## config.mk

```make
export PLATFORM = sky130hd
export DESIGN_NAME = display_scan_ctrl_flat
export DESIGN_NICKNAME = d
export VERILOG_FILES = /design/src/rtl/display_scan_ctrl_pkg.sv /design/src/rtl/display_scan_ctrl_if.sv /design/src/rtl/display_scan_ctrl_seg7_hex_decode.sv /design/src/rtl/display_scan_ctrl.sv /design/src/flat_wrapper.sv
export SDC_FILE = /design/constraint.sdc
export NUM_CORES = 1
export LEC_CHECK = 0
export CORE_ASPECT_RATIO = 0.8
export CORE_MARGIN = 3
export CORE_UTILIZATION = 40
export DETAILED_ROUTE_END_ITERATION = 10
export HOLD_SLACK_MARGIN = 0.05
export PLACE_DENSITY = 0.69
export SETUP_SLACK_MARGIN = 0.4
export SLEW_MARGIN = 20
export SYNTH_ARGS = -nofsm -noshare
export SYNTH_HDL_FRONTEND = slang
export SYNTH_SLANG_ARGS = --single-unit
```

## constraint.sdc

```tcl
create_clock -name clk -period 5 [get_ports clk]
set_input_delay 0.75 -clock clk [delete_from_list [all_inputs] [get_ports clk]]
set_output_delay 0.75 -clock clk [all_outputs]
set_load 0.005 [all_outputs]
```

## src/rtl/display_scan_ctrl_pkg.sv

```systemverilog
// Shared types and constants for the seven-segment scan controller.
// Latency: n/a (declarations only).
// Backpressure: n/a.
// Contents: N_DIGITS, digit_t (4-bit code), seg_t (7-bit active-low {CA..CG}),
//           SEG_BLANK / AN_OFF dark patterns, scan_state_t {BLANK, ON}.
package display_pkg;

   localparam int N_DIGITS = 8;

   typedef logic [3:0] digit_t;
   typedef logic [6:0] seg_t;

   localparam seg_t       SEG_BLANK = 7'h7F;
   localparam logic [7:0] AN_OFF    = 8'hFF;

   typedef enum logic {
      BLANK = 1'b0,
      ON    = 1'b1
   } scan_state_t;

endpackage

```

## src/rtl/display_scan_ctrl_if.sv

```systemverilog
// Bundle of frame/load inputs and display pin outputs of the scan controller.
// Latency: n/a (wires only).
// Backpressure: none; load is a single-cycle request that is always accepted.
// Ports: frame_in[32], en_in[8], load, brightness[4] toward the controller;
//        AN[8], SEG[7], frame_done back from it.
interface display_scan_ctrl_if;
   import display_pkg::*;

   logic [31:0] frame_in;
   logic [7:0]  en_in;
   logic        load;
   logic [3:0]  brightness;
   logic [7:0]  AN;
   seg_t        SEG;
   logic        frame_done;

   modport master (
      output frame_in, en_in, load, brightness,
      input  AN, SEG, frame_done
   );

   modport slave (
      input  frame_in, en_in, load, brightness,
      output AN, SEG, frame_done
   );

endinterface

```

## src/rtl/display_scan_ctrl_seg7_hex_decode.sv

```systemverilog
// Hex digit code to active-low seven-segment pattern {CA,CB,CC,CD,CE,CF,CG}.
// Latency: combinational.
// Backpressure: none.
// Ports: code (4-bit digit code) in, seg (7-bit active-low segments) out.
module seg7_hex_decode
   import display_pkg::*;
(
   input  digit_t code,
   output seg_t   seg
);

   always_comb begin
      seg = SEG_BLANK;
      case (code)
         4'h0: seg = 7'h01;
         4'h1: seg = 7'h4F;
         4'h2: seg = 7'h12;
         4'h3: seg = 7'h06;
         4'h4: seg = 7'h4C;
         4'h5: seg = 7'h24;
         4'h6: seg = 7'h20;
         4'h7: seg = 7'h0F;
         4'h8: seg = 7'h00;
         4'h9: seg = 7'h04;
         4'hA: seg = 7'h08;
         4'hB: seg = 7'h60;
         4'hC: seg = 7'h31;
         4'hD: seg = 7'h42;
         4'hE: seg = 7'h30;
         4'hF: seg = 7'h38;
         default: seg = SEG_BLANK;
      endcase
   end

endmodule

```

## src/rtl/display_scan_ctrl.sv

```systemverilog
// Eight-digit seven-segment scanner: BLANK gap then ON phase per slot, frame-synchronous data swap.
// Latency: outputs registered, aligned with the slot state; a load shows from slot 0 of the next frame.
// Backpressure: none; load always accepted, last load before the frame boundary wins.
// Ports: clk, reset (async, active-high), bus (display_scan_ctrl_if.slave).
// Option: BRIGHTNESS_PWM_EN enables the brightness sub-phase gate; otherwise the full ON phase is lit.
module display_scan_ctrl
   import display_pkg::*;
#(
   parameter int DIGIT_CYCLES = 100000,
   parameter int BLANK_CYCLES = 1000
)(
   input  logic                 clk,
   input  logic                 reset,
   display_scan_ctrl_if.slave   bus
);

   localparam int MAX_CYC = (DIGIT_CYCLES > BLANK_CYCLES) ? DIGIT_CYCLES : BLANK_CYCLES;
   localparam int CW      = $clog2(MAX_CYC);
   localparam logic [CW-1:0] DIGIT_LAST = CW'(DIGIT_CYCLES - 1);
   localparam logic [CW-1:0] BLANK_LAST = CW'(BLANK_CYCLES - 1);

   scan_state_t   state, state_nxt;
   logic [2:0]    idx, idx_nxt;
   logic [CW-1:0] cnt, cnt_nxt;
   logic          boundary;

   logic [31:0]   pend_frame, act_frame;
   logic [7:0]    pend_en, act_en;
   logic          pend;

   logic          gate_nxt;
   logic          lit_nxt;
   digit_t        code_nxt;
   seg_t          seg_dec;

   logic [7:0]    an_q;
   seg_t          seg_q;
   logic          fd_q;

   // ---------------- slot FSM ----------------
   always_ff @(posedge clk or posedge reset) begin
      if (reset) begin
         state <= BLANK;
         idx   <= 3'd0;
         cnt   <= '0;
      end else begin
         state <= state_nxt;
         idx   <= idx_nxt;
         cnt   <= cnt_nxt;
      end
   end

   always_comb begin
      state_nxt = state;
      idx_nxt   = idx;
      cnt_nxt   = cnt + 1'b1;
      boundary  = 1'b0;
      case (state)
         BLANK: begin
            if (cnt == BLANK_LAST) begin
               state_nxt = ON;
               cnt_nxt   = '0;
            end
         end
         ON: begin
            if (cnt == DIGIT_LAST) begin
               state_nxt = BLANK;
               cnt_nxt   = '0;
               idx_nxt   = idx + 3'd1;
               boundary  = (idx == 3'd7);
            end
         end
         default: state_nxt = BLANK;
      endcase
   end

   // ---------------- brightness gate ----------------
`ifdef BRIGHTNESS_PWM_EN
   localparam int SUB_LEN = DIGIT_CYCLES / 16;
   localparam int DW      = (SUB_LEN > 1) ? $clog2(SUB_LEN) : 1;
   localparam logic [DW-1:0] DIV_LAST = DW'(SUB_LEN - 1);

   logic [DW-1:0] sub_div, sub_div_nxt;
   logic [3:0]    sub, sub_nxt;

   // sub tracks which sixteenth of the ON phase the next cycle falls in;
   // it restarts at 0 on every entry into ON.
   always_comb begin
      sub_div_nxt = '0;
      sub_nxt     = 4'd0;
      if (state == ON && state_nxt == ON) begin
         if (sub_div == DIV_LAST) begin
            sub_nxt = sub + 4'd1;
         end else begin
            sub_div_nxt = sub_div + 1'b1;
            sub_nxt     = sub;
         end
      end
   end

   always_ff @(posedge clk or posedge reset) begin
      if (reset) begin
         sub_div <= '0;
         sub     <= 4'd0;
      end else begin
         sub_div <= sub_div_nxt;
         sub     <= sub_nxt;
      end
   end

   assign gate_nxt = (sub_nxt <= bus.brightness);
`else
   logic unused_brightness;
   assign unused_brightness = ^bus.brightness;
   assign gate_nxt          = 1'b1;
`endif

   // ---------------- pending / active frame ----------------
   // A load on the boundary cycle bypasses pending so it shows in the very next slot 0.
   always_ff @(posedge clk or posedge reset) begin
      if (reset) begin
         pend_frame <= '0;
         pend_en    <= '0;
         pend       <= 1'b0;
         act_frame  <= '0;
         act_en     <= '0;
      end else if (boundary) begin
         pend <= 1'b0;
         if (bus.load) begin
            act_frame <= bus.frame_in;
            act_en    <= bus.en_in;
         end else if (pend) begin
            act_frame <= pend_frame;
            act_en    <= pend_en;
         end
      end else if (bus.load) begin
         pend_frame <= bus.frame_in;
         pend_en    <= bus.en_in;
         pend       <= 1'b1;
      end
   end

   // ---------------- registered pin drive ----------------
   // Outputs are computed from the next-state values so AN/SEG line up with
   // the registered state; the active frame only changes while slot 0 is blank.
   assign code_nxt = act_frame[{idx_nxt, 2'b00} +: 4];
   assign lit_nxt  = (state_nxt == ON) && act_en[idx_nxt] && gate_nxt;

   seg7_hex_decode u_dec (
      .code (code_nxt),
      .seg  (seg_dec)
   );

   always_ff @(posedge clk or posedge reset) begin
      if (reset) begin
         an_q  <= AN_OFF;
         seg_q <= SEG_BLANK;
         fd_q  <= 1'b0;
      end else begin
         an_q  <= lit_nxt ? ~(8'b1 << idx_nxt) : AN_OFF;
         seg_q <= lit_nxt ? seg_dec : SEG_BLANK;
         fd_q  <= (state_nxt == ON) && (idx_nxt == 3'd7) && (cnt_nxt == DIGIT_LAST);
      end
   end

   assign bus.AN         = an_q;
   assign bus.SEG        = seg_q;
   assign bus.frame_done = fd_q;

endmodule
```

## src/flat_wrapper.sv

```systemverilog
// flat-port wrapper written by rule: the top's interface ports become plain ports
module display_scan_ctrl_flat import display_pkg::*;
#(
   parameter int DIGIT_CYCLES = 100000,
   parameter int BLANK_CYCLES = 1000
)
  (clk, reset, bus_frame_in, bus_en_in, bus_load, bus_brightness, bus_AN, bus_SEG, bus_frame_done);
  display_scan_ctrl_if bus_i ();
  input  logic clk;
  input  logic reset;
  input wire logic [$bits(bus_i.frame_in)-1:0] bus_frame_in;
  input wire logic [$bits(bus_i.en_in)-1:0] bus_en_in;
  input wire logic [$bits(bus_i.load)-1:0] bus_load;
  input wire logic [$bits(bus_i.brightness)-1:0] bus_brightness;
  output wire logic [$bits(bus_i.AN)-1:0] bus_AN;
  output wire logic [$bits(bus_i.SEG)-1:0] bus_SEG;
  output wire logic [$bits(bus_i.frame_done)-1:0] bus_frame_done;
  assign bus_i.frame_in = bus_frame_in;
  assign bus_i.en_in = bus_en_in;
  assign bus_i.load = bus_load;
  assign bus_i.brightness = bus_brightness;
  assign bus_AN = bus_i.AN;
  assign bus_SEG = bus_i.SEG;
  assign bus_frame_done = bus_i.frame_done;
  display_scan_ctrl #(.DIGIT_CYCLES(DIGIT_CYCLES), .BLANK_CYCLES(BLANK_CYCLES)) u_core (.clk(clk), .reset(reset), .bus(bus_i));
endmodule
```

---- Word-level counts from Yosys, hierarchy flattened ----
Memories as Yosys holds them, arrays and structs flattened.
Cells that the tools add are included.
cells by class
  $add $sub $neg .......................... 2
  order comparisons ....................... 1
  eq/ne operators ......................... 5
  shift operators ......................... 2
  muxes and demuxes ....................... 20
  bitwise logic cells ..................... 3
  reduce and logical (&&, ||, !) cells .... 7
operators with widths
  kind                                                 count
  2-to-1 mux 32 bit                                    2
  == test 17 bit (second input constant)               2
  2-to-1 mux 17 bit                                    2
  case mux 17 bit (2 select lines)                     1
  variable part select 32 x 6 -> 4 bit                 1
  2-to-1 mux 8 bit                                     3
  adder 17 x 1 -> 17 bit (second input constant)       1
  == test 17 x 10 -> 1 bit (second input constant)     1
  inverter 8 bit                                       1
  left shift 1 x 3 -> 8 bit (first input constant)     1
  2-to-1 mux 1 bit                                     7
  2-to-1 mux 7 bit                                     1
  == test 3 bit (second input constant)                2
  2-to-1 mux 3 bit                                     2
  < comparator 3 x 4 -> 1 bit (second input constant)  1
  AND reduction 2 bit                                  2
  nonzero test 2 bit                                   2
  adder 3 x 1 -> 3 bit (second input constant)         1
  binary-select mux 1 bit (select 3 bit)               1
  logical AND 1 bit                                    3
  inverter 1 bit                                       2
  case mux 1 bit (2 select lines)                      1
word-level totals
  flip-flop bits (word level) ............. 118
  memory bits (read-only) ................. 112
  bits of input ports ..................... 47
  output and inout port bits .............. 16
  logic and storage cells ................. 52
  memories ................................ 1
memories
  name             depth  bits a word  rd ports  clocked after memory_dff  wr ports  RTL line                                 RTL
  (no name shown)  16     7            1         0                         0         display_scan_ctrl_seg7_hex_decode.sv:14  case (code)

---- Longest topological paths before layout ----
Gate-level depths: netlist of the first run.
  word-level depth ........................ 7
  gate-level depth with buffers ........... 14
  gate-level depth less buffers ........... 13

---- Cells and area by module ----
A second synthesis of the first run with hierarchy kept.
second synthesis, totals
  cell total of the unflattened synthesis .. 528
  area, all modules ....................... 6002.0 um2
modules (own cells, without submodules)
  module             times used  cells each  area an instance (um2)  seq. area each (um2)
  display_scan_ctrl  1           495         5733.0                  2971.6
  seg7_hex_decode    1           33          269.0                   0.0

---- Worst setup path before layout of the first run ----
OpenSTA, ideal clock, no wires.
  path type ............................... reg2reg
  start point ............................. register u_core.cnt[0]
  end point ............................... register u_core.seg_q[6] (netlist: u_core.bus.SEG[6])
  library setup time ...................... 86 ps
  arrival time ............................ 2746 ps
  data required time ...................... 4914 ps
  slack ................................... 2168 ps
  stages on the path, launching flop included .. 14
  buffers on the path ..................... 2
  clock period less this slack ............ 2832 ps
  cell sequence ........................... dfrtp_1 ha_1 and4_1 buf_2 nand4_1 nor2_2 buf_4 mux4_2 o2111ai_1 o21a_1 inv_1 ha_1 nor4_2 a211oi_2
between the ends
  word-level cells in the longest chain between the ends .. 7
  elaborated cells on any way between the ends .. 13
  those cells by class .................... 2 x eq/ne; 1 x shift; 8 x mux; 1 x reduce/logical; 1 x memory
RTL lines
  element                                                                      RTL line                  RTL
  start: declaration                                                           display_scan_ctrl.sv:24   logic [CW-1:0] cnt, cnt_nxt;
  start signal: assignment                                                     display_scan_ctrl.sv:49   cnt <= cnt_nxt;
  parallel branches: the longest is 6 deep, another holds memory (16 x 7 bit)  --
  2-to-1 mux 7 bit *                                                           display_scan_ctrl.sv:161  seg_q <= lit_nxt ? seg_dec : SEG_BLANK;
  end signal: assignment                                                       display_scan_ctrl.sv:161
  end: declaration                                                             display_scan_ctrl.sv:37   seg_t seg_q;
Every way passes the cells marked *. The select of a mux whose other input is x is not followed.
A chain may end at the register's enable or synchronous reset.

---- Worst setup path after layout of the first run ----
  start point ............................. register u_core.idx[0]
  end point ............................... register u_core.seg_q[5] (netlist: u_core.bus.SEG[5])
between the ends
  word-level cells in the longest chain between the ends .. 7
  elaborated cells on any way between the ends .. 9
  those cells by class .................... 1 x add/sub; 1 x shift; 5 x mux; 1 x reduce/logical; 1 x memory
RTL lines
  element                                                                      RTL line                  RTL
  start: declaration                                                           display_scan_ctrl.sv:23   logic [2:0] idx, idx_nxt;
  start signal: assignment                                                     display_scan_ctrl.sv:48   idx <= idx_nxt;
  adder 3 x 1 -> 3 bit                                                         display_scan_ctrl.sv:69   idx_nxt = idx + 3'd1;
  2-to-1 mux 3 bit                                                             display_scan_ctrl.sv:66   if (cnt == DIGIT_LAST) begin
  2-to-1 mux 3 bit *                                                           display_scan_ctrl.sv:58   case (state)
  parallel branches: the longest is 3 deep, another holds memory (16 x 7 bit)  --
  2-to-1 mux 7 bit *                                                           display_scan_ctrl.sv:161
Marked as above.

==> flow_summary.ini, run 1 <==
[setup_path]
path_max_fanout = 25
r2r_end = u_core.bus.SEG[5]
cp-start-kind = register
crit_required_ns = 5.31
slowest_delay_ns = 0.93
regToRegSetupSlack_ns = 1.30
critPathKind = register to register
cp.arrival_ns = 4.01
cp_slowest_cell = dfrtp_1
crit_chain = ha_1 -> nor4_1 -> or2_1 -> a222oi_1 -> a22oi_2 -> inv_1 -> ha_1 -> nor2_1 -> o31ai_1
critPathMostFrequentCell = ha_1
r2r_start = u_core.idx[0]
rr_worst_depth = 9
end_kind = register

[clocking]
cts-buffers-inserted = 17
cts.sinks = 118
h-tree-depth = 4
cts_tree = done
cts_hold_buf = 0
clock_tree.buffer_depth = 2
clk_latency_ns = 0.41
clk_pin_slew_worst_paths_ns = 0.06
clock-root-buffer = clkbuf_16
cts_resized = 0
cts_setup_buffers = 0

[place]
dpl.hpwl_um = 9148
gp_congestion = 0.8768
pre_cts_slack_ns = 1.333
placed_area_um2 = 6644
dp.cells = 753
io_buffers = 58

[sta]
clock.fmax_ghz = 0.2705
clock_skew_ns = 0.01126
post-route-min-period_ns = 3.696
hold_violations = 0
finalSetupTns_ns = 0
rsz0062_at_grt = no
layout_setup_ws_ns = 1.304
final_max_slew_viol_count = 0
min_period_over_period_pct = 73.93
setup_violations = 0
relSlewSlack_pct = 39.94
tightest_slew_ns = 0.9010
holdWs_ns = 0.4861

[hold_path]
hold_start = u_core.act_frame[1]
hold_path_depth = 2
hp-class = register to register
hold-path-endpoint = u_core.act_frame[1]

[global_routing]
antenna_found_initial = 0
grt_overflow = 0
grt_pass1_vias = 4285
grt_pass1_wl_um = 22090
grt_max_degree = 86
grt_use_total_pct = 17.00

[final_layout]
layout.cells.non_filler = 785
drive_gt1_share_pct = 19.63
diodes = 0
final_nets = 644
final_util_pct = 50.49
area_growth_pct = 22.46
final_area_um2 = 7292

[yosys]
synth_fp_nets = 596
yosys_warnings = 0
ys_async_sr_fraction_pct = 100.0
synth_cells = 540
ys_seq_area_share_pct = 49.91
ys_types = 73
synth_seq_cells = 118
synth_ff_type = dfrtp_1
post_synth.cell_area_avg_um2 = 11.03
synth_area_um2 = 5954
synth-edff-count = 0

[routing]
drt_pass1_iterations = 7
wl_um = 13000
drc = 0
routedWlPerCell_um = 16.56
via_count = 4266
viasPerCell = 5.434
drtIter0Drc = 338
antenna_left = 0

[floorplan]
die_h_um = 115.1
initial_core_util_pct = 41.22
fp.dieW_um = 142.4
rows = 39
die_area_um2 = 16400
fp.coreArea_um2 = 14440
ios = 63

[flow_run]
maxCapViolCount = 0

[power_and_ir_drop]
power_mw = 2.456
power_leakage_nw = 3.078
power_per_cell_area_nw_per_um2 = 336.8
vdd_drop_max_v = 0.0002382

[status]
status = finished, final reports clean
-- worst max-delay path by stage --
| stage | start | endpoint | slack [ns] | depth (start not counted) |
|---|---|---|---|---|
| 2_1_floorplan | reset | u_core.act_en[0] | 1.15 | 1 |
| 4_1_cts | u_core.idx[0] | u_core.bus.SEG[5] | 1.34 | 9 |
| 5_1_grt | u_core.cnt[0] | u_core.bus.SEG[5] | 0.97 | 11 |
| 3_5_place_dp | u_core.idx[0] | u_core.bus.SEG[5] | 1.33 | 9 |
| 6_report | u_core.idx[0] | u_core.bus.SEG[5] | 1.30 | 9 |
| 3_3_place_gp | u_core.idx[0] | u_core.bus.SEG[6] | 1.45 | 9 |
-- layout make-up --
| type | count | area, um^2 |
|---|---|---|
| multi-input combinational | 376 | 2783 |
| inverter | 13 | 56.30 |
| timing repair buffer | 62 | 605.6 |
| clock buffer | 19 | 452.9 |
| sequential | 118 | 2972 |
| fill | 1260 | 7152 |
| clock inverter | 13 | 192.7 |
| tap | 184 | 230.2 |
-- synthesized netlist by cell type, drive strengths merged (4+ instances only) --
| library cell | instances | share of area, % |
|---|---|---|
| mux2 | 41 | 7.8 |
| mux4 | 4 | 1.5 |
| a21oi | 10 | 0.90 |
| xnor2 | 9 | 1.3 |
| buf | 13 | 1.4 |
| inv | 13 | 0.86 |
| and3 | 4 | 0.44 |
| nand4 | 9 | 1.1 |
| clkbuf | 20 | 1.3 |
| mux2i | 50 | 8.6 |
| dfstp | 15 | 6.6 |
| a22oi | 4 | 0.59 |
| o21ai | 49 | 4.2 |
| nor3 | 6 | 0.50 |
| xor2 | 8 | 1.2 |
| nand3b | 4 | 0.50 |
| ha | 9 | 1.9 |
| dfrtp | 103 | 43 |
| nand3 | 10 | 0.84 |
| nand2 | 68 | 4.3 |
| nor4 | 6 | 0.99 |
| nor2 | 31 | 2.2 |
-- report_power, final --
group          internal, mW  leakage [nW]  switching [mW]
Clock                 0.866         0.311           0.448
Combinational        0.0770          1.28          0.0607
Sequential            0.989          1.49          0.0151
Total                  1.93          3.08           0.524
-- per-layer routing --
layer  global-route usage (%)  wire (um)  share of wire (%)  up-vias
li1                         -          -                  -     2024
met1                    25.28       6357                 49     2114
met2                    24.52       5850                 45      122
met3                    4.740        714                5.5        6
met4                    4.560         79               0.61        0
met5                        0          0                  0        -
-- registers in the layout, summed over array words and instances, names as in the netlist --
signal,count
u_core.bus.frame_done,1
u_core.act_frame,32
u_core.pend_en,8
u_core.bus.SEG,7
u_core.idx,3
u_core.pend,1
u_core.state,1
u_core.bus.AN,8
u_core.cnt,17
u_core.act_en,8
u_core.pend_frame,32
-- layout by cell type (no fill, tap or decap), types with 4 or more instances in the layout --
master           instances
mux2i_1                 49
nand4_1                  8
dfstp_2                 15
nor2_1                  28
clkdlybuf4s50_1         57
mux4_2                   4
bufinv_16                4
nand3_1                 10
ha_1                     9
clkbuf_16               17
inv_6                    4
a21oi_1                  9
mux2_2                  41
buf_4                    4
xnor2_1                  9
nor3_1                   6
nor4_1                   4
o21ai_0                 45
nand3b_1                 4
inv_1                   11
xor2_1                   8
dfrtp_1                103
nand2_1                 68
-- logic make-up after synthesis --
kind of cell	share of synthesized area (%)
compound gates	10.55
xor+xnor	2.501
fa+ha+maj	1.891
buf+inv	3.551
flops	49.91
mux	17.88
simple gates	13.72
-- worst max-delay path: cells and delay by family (launching register included) --
kind / cells / cell delay (ns)
compound gates: 3 / 0.73
buf+inv: 1 / 0.17
flops: 1 / 0.93
simple gates: 3 / 0.90
fa+ha+maj: 2 / 0.86
(Power assumes the default switching activity.)
==> run 2: changes to the inputs <==
clock period = 3.85 ns   (was 5 ns; I/O delays follow)
==> flow_summary.ini, run 2 (synthesis gave the netlist of run 1 again) <==
[status]
status = finished, final reports clean

[place]
gp_congestion = 0.8797
placed_area_um2 = 6703
dp.cells = 759
dpl.hpwl_um = 9472
io_buffers = 58

[setup_path]
slowest_delay_ns = 0.41
end_kind = register
path_max_fanout = 7
regToRegSetupSlack_ns = 0.59
r2r_end = u_core.bus.SEG[3]
crit_family = simple AND/OR/NAND/NOR gates
rr_worst_depth = 11
crit_end = u_core.bus.SEG[3]
crit_chain = ha_1 -> and4_2 -> and2_2 -> nand3_1 -> or3b_1 -> and4_1 -> a22oi_2 -> inv_1 -> ha_1 -> mux2i_1 -> a22oi_1
r2r_start = u_core.cnt[0]
critPathKind = register to register
cp-start-kind = register
cp.arrival_ns = 3.57
worst-path-stages = 11
critPathMostFrequentCell = ha_1
crit_start = u_core.cnt[0]
cp_slowest_cell = or3b_1
worstPathBufferInverterCount = 1
crit_required_ns = 4.17

[global_routing]
grt_pass1_wl_um = 22130
grt_max_degree = 57
grt_use_total_pct = 17.16
antenna_found_initial = 0
grt_pass1_vias = 4361
grt_overflow = 0

[power_and_ir_drop]
power_per_cell_area_nw_per_um2 = 410.7
pwr-share-seq_pct = 43.2
p_sw_share_pct = 22.45
power_switching_mw = 0.6776
comb_power_share_pct = 5.9
power_leakage_nw = 3.100
vdd_drop_max_v = 0.0003151
clkPwrFrac_pct = 50.9
p_int_mw = 2.341

[hold_path]
hold_path_depth = 1
hp-class = register to register

[clocking]
clock-root-buffer = clkbuf_16
clk_latency_ns = 0.42
cts-buffers-inserted = 17
cts.sinks = 118
clk_pin_slew_worst_paths_ns = 0.05
cts_tree = done
clock_tree.buffer_depth = 2
h-tree-depth = 4

[floorplan]
rows = 39
ios = 63
die_h_um = 115.1
die_area_um2 = 16400
initial_core_util_pct = 41.22
fp.coreArea_um2 = 14440
fp.dieW_um = 142.4

[final_layout]
final_nets = 655
area_growth_pct = 23.43
final_common_cell = dfrtp_1
layout.cells.non_filler = 796
drive_gt1_share_pct = 21.73
final_area_um2 = 7350
layout_common_cells = dfrtp_1 (103), nand2_1 (68), clkdlybuf4s50_1 (57)
reg.largest.list = u_core.act_frame: 32 flops, u_core.pend_frame: 32 flops, u_core.cnt: 17 flops
fillers = 1272
diodes = 0

[sta]
tightest_slew_ns = 0.9541
clock.fmax_ghz = 0.3071
post-route-min-period_ns = 3.256
min_period_over_period_pct = 84.57
clock_skew_ns = 0.009594
hold_violations = 0
relSlewSlack_pct = 36.26
setup_violations = 0
rsz0062_at_grt = no
finalSetupTns_ns = 0
final_max_slew_viol_count = 0

[routing]
via_count = 4306
drt_pass1_iterations = 4
viasPerCell = 5.410
drc = 0
wl_um = 13090
routedWlPerCell_um = 16.44
drtIter0Drc = 311
antenna_left = 0

[flow_run]
maxCapViolCount = 0
run 2: cell types whose count changed in the layout (fill, tap and decap cells not counted), sizes merged:
cell      delta
clkinvlp     +3
clkbuf       -1
bufinv       -2
clkinv       +2
buf         +11
inv          -2
run 2: layout make-up:
class / count / area, um^2 / share of cell area, %
sequential: 118 / 2972 / 40.43
multi-input combinational: 376 / 2810 / 38.24
timing repair buffer: 73 / 700.7 / 9.534
clock buffer: 18 / 429.2 / 5.839
tap: 184 / 230.2 / 3.132
clock inverter: 14 / 152.6 / 2.077
inverter: 13 / 55.05 / 0.7491
run 2: how the worst min path moves through the flow:
stage | slack [ns] | end | from
after floorplan | 0.44 | u_core.cnt[0] | u_core.cnt[0]
after global placement | 0.46 | u_core.cnt[0] | u_core.cnt[0]
after detailed placement | 0.47 | u_core.cnt[0] | u_core.cnt[0]
after CTS | 0.48 | u_core.cnt[0] | u_core.cnt[0]
after global routing | 0.51 | u_core.cnt[0] | u_core.cnt[0]
final | 0.48 | u_core.cnt[0] | u_core.cnt[0]
run 2: worst register-to-register path: stages, from the launching register on:
cell	delay, ns
dfrtp_1	0.38
ha_1	0.26
and4_2	0.34
and2_2	0.26
nand3_1	0.16
or3b_1	0.41
and4_1	0.22
a22oi_2	0.33
inv_1	0.16
ha_1	0.33
mux2i_1	0.07
a22oi_1	0.23
run 2: routing by layer:
metal | global-route usage (%) | up-vias | routed length (um)
li1 | - | 2051 | -
met2 | 25.24 | 100 | 5777
met3 | 5.114 | 14 | 680
met1 | 24.61 | 2141 | 6493
met4 | 5.193 | 0 | 135
met5 | 0 | - | 0
run 2: through the flow:
stage | setup slack (ns) | utilization (%) | power [mW] | hold WS (ns)
after detailed placement | 0.4534 | 46.41 | 1.509 | 0.4690
after floorplan | 1.018 | - | 1.427 | 0.4384
after CTS | 0.4219 | 50.43 | 3.059 | 0.4765
after global placement | 0.5681 | 46.41 | 1.500 | 0.4583
after global routing | 0.4111 | 50.88 | 3.136 | 0.5062
final | 0.5940 | 50.88 | 3.019 | 0.4766
run 2: repair_timing:
| action | in CTS | in global routing |
|---|---|---|
| buffers inserted | 0 | 5 |
| hold buffers | 0 | 0 |
| endpoints found under the setup margin | 0 | 7 |
| gates resized for setup | 0 | 7 |
run 2: power by group through the flow:
stage,registers [mW],logic [mW],clock network [mW]
2_1_floorplan,1.32,0.108,0
3_3_place_gp,1.32,0.178,0
3_5_place_dp,1.32,0.184,0
4_1_cts,1.30,0.184,1.57
5_1_grt,1.31,0.199,1.63
6_report,1.30,0.179,1.54
==> run 3: changes to the inputs <==
PLACE_DENSITY = 0.71   (was 0.69)
clock period = 2.93 ns   (was 3.85 ns; I/O delays follow)
==> flow_summary.ini, run 3 (synthesis gave the netlist of run 1 again) <==
[status]
status = finished, final reports clean

[global_routing]
grt_overflow = 0
antenna_found_initial = 0
grt_max_degree = 59
grt_use_total_pct = 18.46
grt_pass1_wl_um = 23540
grt_pass1_vias = 4616

[final_layout]
layout.cells.non_filler = 838
final_util_pct = 54.52
fillers = 1219
reg.largest.list = u_core.act_frame: 32 flops, u_core.pend_frame: 32 flops, u_core.cnt: 17 flops
seq_area_um2 = 2975
layout_common_cells = dfrtp_1 (100), nand2_1 (67), clkdlybuf4s50_1 (57)
diodes = 0
final_common_cell = dfrtp_1
final_nets = 700
drive_gt1_share_pct = 31.50
multiInputGateArea_um2 = 3023
area_growth_pct = 32.25

[flow_run]
maxCapViolCount = 0

[routing]
wl_um = 14310
drc = 0
drtIter0Drc = 324
antenna_left = 0
drt_pass1_iterations = 4
routedWlPerCell_um = 17.08
viasPerCell = 5.363
via_count = 4494

[clocking]
clock_tree.buffer_depth = 2
cts-buffers-inserted = 17
cts.sinks = 118
cts_hold_buf = 0
cts_tree = done
h-tree-depth = 4
clk_pin_slew_worst_paths_ns = 0.05
clock-root-buffer = clkbuf_16
clk_latency_ns = 0.42

[sta]
clock.fmax_ghz = 0.3477
hold_violations = 0
tightest_slew_ns = 0.7051
setup_violations = 0
final_max_slew_viol_count = 0
rsz0062_at_grt = yes
clock_skew_ns = 0.007715
min_period_over_period_pct = 98.17
holdWs_ns = 0.3408
finalSetupTns_ns = 0
post-route-min-period_ns = 2.876
relSlewSlack_pct = 52.89

[place]
gp_congestion = 0.9186
dpl.hpwl_um = 10100
dp.cells = 795
io_buffers = 58

[power_and_ir_drop]
vdd_drop_max_v = 0.0003992
power_per_cell_area_nw_per_um2 = 480.5
power_leakage_nw = 3.333
power_mw = 3.784

[setup_path]
path_max_fanout = 5
end_kind = register
crit_required_ns = 3.25
cp-start-kind = register
cp.arrival_ns = 3.20
critPathKind = register to register

[floorplan]
fp.dieW_um = 142.4
initial_core_util_pct = 41.22
ios = 63
die_h_um = 115.1
die_area_um2 = 16400
fp.coreArea_um2 = 14440
rows = 39

[hold_path]
hp-class = primary input to register
[run 3: changes by cell type in the layout (fill, tap and decap cells not counted), moves of 3 or more]
cell and change:
buf_4 +40, ha_1 -6, ha_4 +4, inv_1 -4
buf_6 +3, clkinv_2 +3, dfrtp_1 -3, dfrtp_2 +3
inv_2 +3, mux2i_1 -3, mux2i_2 +3
[run 3: final timing paths]
path                                  start  cells past startpoint  slack (ns)                end
max                           u_core.cnt[1]                     13        0.05  u_core.bus.SEG[0]
min                                bus_load                      3        0.34        u_core.pend
max reg2reg                   u_core.cnt[1]                     13        0.05  u_core.bus.SEG[0]
min reg2reg                u_core.act_en[7]                      2        0.48   u_core.act_en[7]
max in group asynchronous             reset                      3        1.73  u_core.bus.SEG[2]
min in group asynchronous             reset                      2        0.49  u_core.pend_en[3]
[run 3: power by group]
group / switching, mW / total (mW) / internal (mW)
Clock: 0.725 / 1.83 / 1.10
Combinational: 0.104 / 0.242 / 0.138
Sequential: 0.0277 / 1.72 / 1.69
[run 3: layer usage]
layer	GRT usage [%]	vias up	part of all wire [%]	wire length, um
li1	-	2145	-	-
met1	25.63	2233	48	6817
met2	28.01	96	46	6571
met3	5.405	20	4.7	676
met4	6.080	0	1.7	248
met5	0	-	0	0
[run 3: cell type report]
type	instances	area share, %
tap	184	2.923
inverter	13	0.7309
sequential	118	37.78
timing repair buffer	118	13.65
clock inverter	9	0.7309
clock buffer	20	5.799
multi-input combinational	376	38.39
[run 3: repair_timing]
action                     in CTS  in global routing
setup buffers                   9                  5
gates resized for setup        28                 18
setup endpoints to repair      11                 12
pin swaps                      10                  5
[run 3: stage by stage]
stage                     area, um^2  setup WS (ns)
after floorplan                 6023         0.1906
after global placement          7052       -0.01502
after detailed placement        7052        -0.1397
after CTS                       7767        0.06188
after global routing            7875       -0.06814
final                           7875        0.05357
[run 3: worst max-delay path: stages, from the launching register on]
cell and delay (ns):
dfrtp_1 0.39, ha_4 0.15, and4_4 0.25, buf_4 0.13, nand2_1 0.06, o211ai_1 0.32
o21ai_4 0.14, a222oi_1 0.41, a22oi_2 0.17, buf_4 0.18, ha_4 0.17, buf_4 0.13
mux2i_2 0.17, o221ai_2 0.11
